## config.mk

```make
export PLATFORM = sky130hd
export DESIGN_NAME = dds_inc_estimator
export DESIGN_NICKNAME = d
export VERILOG_FILES = /design/src/rtl/dds_inc_estimator.sv
export SDC_FILE = /design/constraint.sdc
export NUM_CORES = 1
export LEC_CHECK = 0
export CAP_MARGIN = 30
export CORE_MARGIN = 2
export CORE_UTILIZATION = 63
export CTS_CLUSTER_SIZE = 14
export DETAILED_ROUTE_END_ITERATION = 12
export PLACE_DENSITY = 0.92
export SLEW_MARGIN = 30
export SYNTH_ARGS = -nofsm -noshare
export SYNTH_HDL_FRONTEND = slang
export SYNTH_SLANG_ARGS = --single-unit
```

## constraint.sdc

```tcl
create_clock -name clk -period 9.6 [get_ports clk]
set_input_delay 1.44 -clock clk [delete_from_list [all_inputs] [get_ports clk]]
set_output_delay 1.44 -clock clk [all_outputs]
set_load 0.005 [all_outputs]
```

## src/rtl/dds_inc_estimator.sv

```systemverilog
// dds_inc_estimator: recovers the phase increment of an NCO/DDS from observed
// phase samples. Modular differences between consecutive accepted samples are
// summed over 2^WINDOW_LOG2 deltas. The window sum is the mean increment with
// WINDOW_LOG2 fractional bits. A sudden change in delta is flagged as a slip,
// and the window it falls in is thrown away.
module dds_inc_estimator #(
  parameter int PHASE_WIDTH = 8,
  parameter int WINDOW_LOG2 = 4,
  parameter int SLIP_TOL    = 2
) (
  input  logic                               clk,
  input  logic                               reset,
  input  logic                               enable,
  input  logic                               clear,
  input  logic [PHASE_WIDTH-1:0]             phase,
  output logic [PHASE_WIDTH+WINDOW_LOG2-1:0] inc_est,
  output logic                               est_valid,
  output logic                               slip
);

  localparam int SW = PHASE_WIDTH + WINDOW_LOG2;
  localparam logic [PHASE_WIDTH:0] SLIP_TOL_V = SLIP_TOL[PHASE_WIDTH:0];

  typedef enum logic {PRIME, ACCUM} state_t;

  state_t                 state_reg, state_next;
  logic [PHASE_WIDTH-1:0] prev_phase_reg, prev_phase_next;
  logic [PHASE_WIDTH-1:0] last_delta_reg, last_delta_next;
  logic [WINDOW_LOG2-1:0] count_reg, count_next;
  logic [SW-1:0]          sum_reg, sum_next;
  logic [SW-1:0]          inc_est_reg, inc_est_next;
  logic                   est_valid_reg, est_valid_next;
  logic                   slip_reg, slip_next;
  // Set once a delta has been accepted since the last restart or slip. It lets
  // the slip check continue across a normal window boundary, where count is 0.
  logic                   have_last_reg, have_last_next;

  logic [PHASE_WIDTH-1:0] delta;
  logic [PHASE_WIDTH:0]   diff;
  logic [PHASE_WIDTH:0]   abs_diff;
  logic                   is_slip;
  logic [SW-1:0]          sum_add;

  // Delta arithmetic and the slip decision for the sample currently presented
  always_comb begin
    delta    = phase - prev_phase_reg;
    diff     = {1'b0, delta} - {1'b0, last_delta_reg};
    abs_diff = diff[PHASE_WIDTH] ? (~diff + 1'b1) : diff;
    is_slip  = ((count_reg != '0) || have_last_reg) && (abs_diff > SLIP_TOL_V);
    sum_add  = sum_reg + {{WINDOW_LOG2{1'b0}}, delta};
  end

  // Next-state logic; pulse outputs default low every cycle
  always_comb begin
    state_next      = state_reg;
    prev_phase_next = prev_phase_reg;
    last_delta_next = last_delta_reg;
    count_next      = count_reg;
    sum_next        = sum_reg;
    inc_est_next    = inc_est_reg;
    have_last_next  = have_last_reg;
    est_valid_next  = 1'b0;
    slip_next       = 1'b0;
    if (clear) begin
      // clear beats enable; the estimate already reported is kept
      state_next      = PRIME;
      count_next      = '0;
      sum_next        = '0;
      last_delta_next = '0;
      have_last_next  = 1'b0;
    end else if (enable) begin
      case (state_reg)
        PRIME: begin
          prev_phase_next = phase;
          count_next      = '0;
          sum_next        = '0;
          have_last_next  = 1'b0;
          state_next      = ACCUM;
        end
        default: begin
          prev_phase_next = phase;
          last_delta_next = delta;
          if (is_slip) begin
            slip_next      = 1'b1;
            sum_next       = '0;
            count_next     = '0;
            have_last_next = 1'b0;
          end else begin
            have_last_next = 1'b1;
            if (count_reg == {WINDOW_LOG2{1'b1}}) begin
              inc_est_next   = sum_add;
              est_valid_next = 1'b1;
              sum_next       = '0;
              count_next     = '0;
            end else begin
              sum_next   = sum_add;
              count_next = count_reg + 1'b1;
            end
          end
        end
      endcase
    end
  end

  // State and output registers with asynchronous reset
  always_ff @(posedge clk or posedge reset) begin
    if (reset) begin
      state_reg      <= PRIME;
      prev_phase_reg <= '0;
      last_delta_reg <= '0;
      count_reg      <= '0;
      sum_reg        <= '0;
      inc_est_reg    <= '0;
      est_valid_reg  <= 1'b0;
      slip_reg       <= 1'b0;
      have_last_reg  <= 1'b0;
    end else begin
      state_reg      <= state_next;
      prev_phase_reg <= prev_phase_next;
      last_delta_reg <= last_delta_next;
      count_reg      <= count_next;
      sum_reg        <= sum_next;
      inc_est_reg    <= inc_est_next;
      est_valid_reg  <= est_valid_next;
      slip_reg       <= slip_next;
      have_last_reg  <= have_last_next;
    end
  end

  assign inc_est   = inc_est_reg;
  assign est_valid = est_valid_reg;
  assign slip      = slip_reg;

endmodule

```

==> out/metrics.yaml <==
route:
  drt_iter0_markers: 210
  route.met2.wl_um: 3730
  top_layer: "met4"
  routedLengthMet1_um: 3200
  wl_per_cell_um: 16.6
  routed_wl_um: 7430
  detail-route-antenna-nets: 0
  dr_total_vias: 2736
  first_pass_iters: 5
  via_per_inst: 6.11
  drc: 0
  wl_met3_um: 365
synthesis:
  synth_ff_type: "dfrtp_1"
  synth_xor_area_share_pct: 4.61
  yosys_warnings: 0
  synth_top_family_by_area: "compound AO/OA/AOI/OAI gates"
  synth-seq-cells: 48
  synth.distinct_cells: 50
  ys_seq_area_share_pct: 37.2
  synth_area_mm2: 0.00323
  synth_mux_area_share_pct: 4.49
  synth_compound_area_share_pct: 20.9
  synth.avg_cell_area_um2: 9.16
  syn_nets: 394
  synth-simple-area-share_pct: 16.1
  netlist_instances: 353
  synth_fa_ha_area_share_pct: 11.9
  synth_edf_count: 0
  synthArstFlopShare_pct: 100
sta:
  post-route-period-util_pct: 65.1
  hold_viol_final: 0
  slew_violations: 0
  worstMarginPinSlew_ns: 0.724
  setup_tns_ns: 0
  fmax_mhz: 160
  clock_skew_ns: 0.00781
  relSlewSlack_pct: 51.7
  rsz0062_at_grt: "false"
  fin_crit_ns: 6.25
  setup_viol: 0
  layout_setup_ws_ns: 3.35
placement:
  pre_cts_slack_ns: 3.13
  port_buffers: 25
  place_area_mm2: 0.00356
  post-dp-hpwl_um: 5620
  place.gp.congestion: 0.878
die:
  rows: 26
  ios: 26
  start_util_pct: 64.1
  die_w_um: 75.6
  die-area_mm2: 0.00572
  die_h_um: 75.6
  core_mm2: 0.00504
power:
  power_density_mw_per_mm2: 190
  p_leak_nw: 1.69
  vdd_drop_max_v: 0.000131
global_routing:
  grt_max_degree: 28
  antenna_found_initial: 0
  grt_usage_pct: 29.1
  grt_pass1_wl_um: 12600
  first_global_vias: 2690
  overflow: 0
setup_path:
  endpoint_kind: "flop"
  timing_worst_setup_path_type: "input pin to flop"
  cp.arrival_ns: 6.44
  crit_path_start_kind: "input pin"
  path_cells: "clkdlybuf4s50_1 > ha_1 > nor2b_1 > o21ai_0 > a21boi_0 > o21ai_0 > a21boi_0 > nor2_1 > ha_1 > and2_1 > a311oi_2 > a21oi_1 > a2111oi_0 > nand3_1 > nor4_2 > nor2_1 > nor4_4 > mux2_2"
  required_ns: 9.79
  critPathMaxFanout: 10
  path_buf_inv: 1
  cp_slowest_cell: "nor4_4"
  cp_top_family: "simple AND/OR/NAND/NOR gates"
  cp_slowest_stage_delay_ns: 0.59
finish:
  fillers: 330
  drive_gt1_share_pct: 8.73
  fin_nets: 419
  finalInstanceArea_mm2: 0.00369
  syn_to_final_growth_pct: 14.3
  layout_commonest_cell: "dfrtp_1"
  antenna_cells: 0
  final_cell_mix: "dfrtp_1 (48), nand2_1 (39), inv_1 (33), o21ai_0 (28), ha_1 (26)"
clocking:
  cts_hold_buf: 0
  cts_made_buffers: 5
  clock_sinks: 48
  clk-insertion-delay-late_ns: 0.30
  post_cts_resized: 0
  cts.clk_slew.worst_paths_ns: 0.09
  cts_tree: "built"
  post-cts-setup-buffer-count: 0
  htree_levels: 2
  clockRootBuffer: "clkbuf_8"
  cts_buffer_depth: 2
min_path:
  hold_class: "flop to flop"
run:
  cap_violations: 0
outcome:
  status: "completed"
==> cells in the mapped netlist, types with 3 or more instances <==
master	instances	share of area [%]
dfrtp_1	48	37
nand2_1	39	4.5
inv_1	34	3.9
o21ai_0	28	4.3
ha_1	26	10
nor2_1	24	2.8
a21oi_1	20	3.1
mux2_2	11	3.8
xor2_1	9	2.4
a22o_1	8	2.2
xnor2_1	8	2.2
and2_1	7	1.4
clkbuf_1	7	0.81
nor2b_1	7	1.4
nand3_1	6	0.93
o2111ai_1	6	1.6
o211ai_1	6	1.4
a21boi_0	5	1.2
a21o_1	4	0.93
and3_1	4	0.77
or2_2	4	0.77
a211oi_1	3	0.70
fa_1	3	1.9
==> per-stage QoR <==
stage | hold slack, ns | power (W) | std cells | utilization, %
6_report | 0.491 | 0.000702 | 448 | 73.3
5_1_grt | 0.515 | 0.000746 | 448 | 73.3
4_1_cts | 0.494 | 0.000697 | 448 | 73.2
3_5_place_dp | 0.476 | 0.000528 | 441 | 70.7
3_3_place_gp | 0.460 | 0.000512 | 440 | 70.2
2_1_floorplan | 0.441 | 0.000460 | 353 | -
==> logic make-up after synthesis <==
family	Yosys count
compound gates	99
mux	13
simple gates	105
xor+xnor	17
fa+ha+maj	29
buf+inv	42
flops	48
==> per-layer routing <==
| layer | vias up | track usage (%) |
|---|---|---|
| li1 | 1302 | - |
| met1 | 1342 | 38.1 |
| met2 | 77 | 49.0 |
| met3 | 15 | 5.56 |
| met4 | 0 | 9.75 |
| met5 | - | 0 |
==> cell type report <==
class	count	area, µm²	area share, %
clock buffers	5	68.8	1.86
clock inverters	2	60.1	1.63
inverters	34	128	3.45
multi-input cells	263	1880	50.9
flip-flops and latches	48	1200	32.5
well taps	70	87.6	2.37
repair buffers	26	270	7.31
==> report_power, final <==
group,switching [W],total (W),internal (W)
clock network,0.0000668,0.000169,0.000103
registers,0.00000627,0.000219,0.000212
logic,0.000191,0.000313,0.000123
==> worst paths after layout <==
| check | cells past startpoint | slack (ns) | endpoint | startpoint |
|---|---|---|---|---|
| max | 18 | 3.35 | inc_est[3] | phase[1] |
| min | 1 | 0.49 | have_last_reg | have_last_reg |
| max reg2reg | 18 | 4.56 | inc_est[3] | prev_phase_reg[1] |
| min reg2reg | 1 | 0.49 | have_last_reg | have_last_reg |
| max in group asynchronous | 3 | 7.58 | inc_est[1] | reset |
| min in group asynchronous | 2 | 1.50 | sum_reg[2] | reset |
==> worst register-to-register path: stages (launching register included) <==
cell	delay, ns
dfrtp_1	0.37
inv_1	0.12
ha_1	0.24
nor2b_1	0.12
o21ai_0	0.21
a21boi_0	0.15
o21ai_0	0.23
a21boi_0	0.15
nor2_1	0.25
ha_1	0.37
and2_1	0.20
a311oi_2	0.30
a21oi_1	0.15
a2111oi_0	0.43
nand3_1	0.15
nor4_2	0.35
nor2_1	0.14
nor4_4	0.60
mux2_2	0.43
No activity file was read; power rests on OpenSTA's default activity.
